$ cat src/rtl/seq_normalizer.sv
// seq_normalizer: multi-cycle left-normalizer for 32-bit operands.
// An accepted operand is shifted left one bit per cycle until its top bit
// (unsigned) or its top two bits differ (signed), reporting the shift count.
// A zero operand completes immediately with out_zero=1 and out_shamt=32.
// Optional feature macro: NORM_SIGNED_EN enables the signed mode selected by
// in_signed; without it in_signed is ignored and every operand is unsigned.
module seq_normalizer (
    input  logic        clk,
    input  logic        rst_n,
    input  logic        in_valid,
    output logic        in_ready,
    input  logic [31:0] in_data,
    input  logic        in_signed,
    output logic        out_valid,
    input  logic        out_ready,
    output logic [31:0] out_data,
    output logic [5:0]  out_shamt,
    output logic        out_zero
);

    typedef enum logic [1:0] {
        IDLE  = 2'd0,
        SHIFT = 2'd1,
        DONE  = 2'd2
    } state_t;

    state_t      state;
    logic [31:0] work;
    logic [4:0]  count;
    logic        mode;
    logic        eff_signed;
    logic        normalized;

`ifdef NORM_SIGNED_EN
    assign eff_signed = in_signed;
`else
    // Port kept for drop-in compatibility; its value is deliberately unused.
    logic unused_in_signed;
    assign unused_in_signed = in_signed;
    assign eff_signed       = 1'b0;
`endif

    // Normalization test on the working register for the captured mode
    always_comb begin
        normalized = 1'b0;
        if (mode)
            normalized = work[31] ^ work[30];
        else
            normalized = work[31];
    end

    // Control FSM with registered handshakes and result outputs
    always_ff @(posedge clk or negedge rst_n) begin
        if (!rst_n) begin
            state     <= IDLE;
            work      <= '0;
            count     <= '0;
            mode      <= 1'b0;
            out_data  <= '0;
            out_shamt <= '0;
            out_zero  <= 1'b0;
            out_valid <= 1'b0;
            in_ready  <= 1'b1;
        end else begin
            case (state)
                IDLE: begin
                    if (in_valid) begin
                        work     <= in_data;
                        mode     <= eff_signed;
                        count    <= '0;
                        in_ready <= 1'b0;
                        if (in_data == '0) begin
                            state     <= DONE;
                            out_data  <= '0;
                            out_shamt <= 6'd32;
                            out_zero  <= 1'b1;
                            out_valid <= 1'b1;
                        end else begin
                            state <= SHIFT;
                        end
                    end
                end
                SHIFT: begin
                    if (normalized || (count == 5'd31)) begin
                        state     <= DONE;
                        out_data  <= work;
                        out_shamt <= {1'b0, count};
                        out_zero  <= 1'b0;
                        out_valid <= 1'b1;
                    end else begin
                        work  <= {work[30:0], 1'b0};
                        count <= count + 5'd1;
                    end
                end
                DONE: begin
                    if (out_ready) begin
                        state     <= IDLE;
                        out_valid <= 1'b0;
                        in_ready  <= 1'b1;
                    end
                end
                default: begin
                    state     <= IDLE;
                    out_valid <= 1'b0;
                    in_ready  <= 1'b1;
                end
            endcase
        end
    end

endmodule

$ cat config.mk
export PLATFORM = sky130hd
export DESIGN_NAME = seq_normalizer
export DESIGN_NICKNAME = d
export VERILOG_FILES = /design/src/rtl/seq_normalizer.sv
export SDC_FILE = /design/constraint.sdc
export NUM_CORES = 1
export LEC_CHECK = 0
export CAP_MARGIN = 15
export CELL_PAD_IN_SITES_DETAIL_PLACEMENT = 2
export CELL_PAD_IN_SITES_GLOBAL_PLACEMENT = 2
export CORE_ASPECT_RATIO = 0.5
export CORE_MARGIN = 2
export CORE_UTILIZATION = 32
export DETAILED_ROUTE_END_ITERATION = 6
export HOLD_SLACK_MARGIN = 0.1
export PLACE_DENSITY = 0.95
export SLEW_MARGIN = 20
export SYNTH_ARGS = -nofsm -noshare
export SYNTH_HDL_FRONTEND = slang
export SYNTH_SLANG_ARGS = --single-unit
export TNS_END_PERCENT = 10
$ cat constraint.sdc
create_clock -name clk -period 6 [get_ports clk]
set_input_delay 0.9 -clock clk [delete_from_list [all_inputs] [get_ports clk]]
set_output_delay 0.9 -clock clk [all_outputs]
set_load 0.02 [all_outputs]
==> flow_summary.ini <==
[placed_design]
dp_cells = 588
post-place-ws_ns = 2.30
portBuffers = 76
hpwl_um = 7740
place_area_um2 = 4310
place.gp.congestion = 0.739

[global_routing]
grt_pass1_wl_um = 20100
grt_max_degree = 80
grt_antenna_before_repair = 0
grt_remaining_overflow = 0
groute.usage.overall_pct = 21.8
first_global_vias = 3621

[sta]
setup_slack_ns = 2.75
hold_viol = 0
fin_worst_skew_ns = 0.00749
final.setup.tns_ns = 0
rsz0062_at_grt = no
max_slew_margin_pct = 40.7
tightest_slew_ns = 0.890
finalSetupViolCount = 0
fmax_mhz = 308
whs_ns = 0.523
fin_crit_ns = 3.25
maxSlewViolCount = 0
timing.final.crit_share_pct = 54.1

[worst_setup_path]
crit_path_start = count[0]$_DFFE_PN0P_
slowest_stage = or4b_2
worstReg2RegStart = count[0]$_DFFE_PN0P_
critPathKind = flop to flop
cp_common_cell = ha_1
slowest_delay_ns = 1.02
worstPathArrival_ns = 3.51
path_max_fanout = 34
endpoint_kind = flop
start_kind = flop
path_cells = ha_1 -> and3_1 -> ha_1 -> or4b_2 -> nand2_2 -> nor2_1 -> a21oi_1
cp.required_ns = 6.26

[yosys]
synthTopCellsByArea = dfrtp_1 56%, nand2_1 12%, a21oi_1 9.8%
yosys.area.top_type = dfrtp_1
yosysSeqAreaShare_pct = 56.4
yosys_most_used_dff = dfrtp_1
yosys_warnings = 0
synthTopCellsByCount = 110 x nand2_1, 78 x dfrtp_1, 69 x a21oi_1
syn-mean-instance-area_um2 = 8.84
ys_seq_elements = 79
synth.net_count = 436
netlist.area_leader.share_pct = 55.6
synth_most_common_cell = nand2_1
synthCells = 397
async_flop_share_pct = 100
yosys.cell_types.count = 34
synth_edf_count = 0
syn_area_um2 = 3510

[power]
p_clk_share_pct = 22.0
intPower_mw = 1.61
total_power_mw = 2.69
leakage_nw = 1.95
comb_power_share_pct = 42.1
powerDensity_nw_per_um2 = 582
max-vdd-ir-drop_mv = 0.190
p_sw_share_pct = 40.4
p_seq_share_pct = 35.8
switching_power_mw = 1.09

[cts]
cts.repair.resized = 0
cts_tree = yes
hold_buffers = 0
cts.sink_count = 79
numCtsBuffers = 9
clock_latency_ns = 0.35
cts_setup_buffers = 0
cts_max_path_buffers = 2
cts-root-buf = clkbuf_16
cts.clk_slew.worst_paths_ns = 0.06
htreeDepth = 3

[die]
row_count = 26
die-area_um2 = 11900
die_w_um = 152
die_h_um = 78.1
core-area_um2 = 10400
start_util_pct = 33.6
top_level_ports = 78

[drt]
m1WireLength_um = 5330
routedWlPerCell_um = 20.2
wl_met3_um = 421
top_layer = met4
via_per_inst = 5.33
drt-initial-drc-count = 190
first_pass_iters = 6
via_count = 3213
drtAntennaViolNets = 0
drc = 0
finalWirelength_um = 12200
wl_met2_um = 6220

[final_layout]
stdcell_count = 603
design_area_um2 = 4630
fin_nets = 498
syn_to_final_growth_pct = 31.8
final_core_util_pct = 44.3
drive_above_1_share_pct = 6.05
antenna_cells = 0

[run_status]
outcome = complete, no violations

[min_path]
hold_path_class = flop to flop
min_from = out_data[0]$_DFFE_PN0P_

[flow_run]
cap_viol_max_count = 0
[final cells by class]
type | instances | area [um2]
timing repair buffer | 80 | 792
clock buffer | 11 | 243
fill | 1117 | 5820
sequential | 79 | 1980
clock inverter | 4 | 70.1
multi-input combinational | 289 | 1370
tap | 140 | 175
[path summary, 6_finish.rpt]
path | slack [ns] | cells after the start | to
setup / recovery | 2.75 | 7 | work[16]$_DFFE_PN0P_
hold / removal | 0.52 | 2 | out_data[0]$_DFFE_PN0P_
setup reg to reg | 2.75 | 7 | work[16]$_DFFE_PN0P_
hold reg to reg | 0.52 | 2 | out_data[0]$_DFFE_PN0P_
max in group asynchronous | 4.91 | 1 | work[8]$_DFFE_PN0P_
min in group asynchronous | 0.57 | 1 | out_data[23]$_DFFE_PN0P_
[worst max-delay path, delay by kind of cell (launching register included)]
| family | cells | cell delay, ns |
|---|---|---|
| fa+ha+maj | 2 | 0.51 |
| compound gates | 1 | 0.18 |
| flops | 1 | 0.44 |
| simple gates | 4 | 2.02 |
[power groups by stage]
stage / sequential [mW] / clock, mW / combinational, mW
finish: 0.965 / 0.593 / 1.13
CTS: 0.967 / 0.607 / 1.15
detailed placement: 0.968 / 0 / 1.12
global placement: 0.945 / 0 / 1.06
global route: 0.999 / 0.625 / 1.26
floorplan: 1.05 / 0 / 0.560
[cell usage in the layout, fill, tap and decap left out, types with 2 or more instances in the layout]
cell and count:
o21ai_0 33, nor3_1 2, clkdlybuf4s50_1 75, bufinv_16 2, buf_4 4, a21oi_1 69
clkbuf_16 9, nand4_1 3, a21o_1 2, clkinv_2 2, dfrtp_1 78, nor4_1 8
nor2_1 39, xor2_1 2, ha_1 2, nand2_1 110
[registers in the layout, summed over array words and instances, names as in the netlist]
register and cells:
out_data 32, work 32, out_shamt 6, count 5
state 2, in_ready 1, out_valid 1
[per-layer routing]
metal	track usage, %	up-vias
met1	27.0	1667
met2	38.2	71
met4	6.92	0
met5	0	-
li1	-	1452
met3	4.97	23
[kinds of logic after synthesis]
group	after synthesis	synth area share [%]
simple gates	173	20.9
buf+inv	29	4.81
flops	79	56.4
compound gates	112	16.8
xor+xnor	2	0.499
fa+ha+maj	2	0.713
Note: power is estimated with default switching activity, not from simulation.
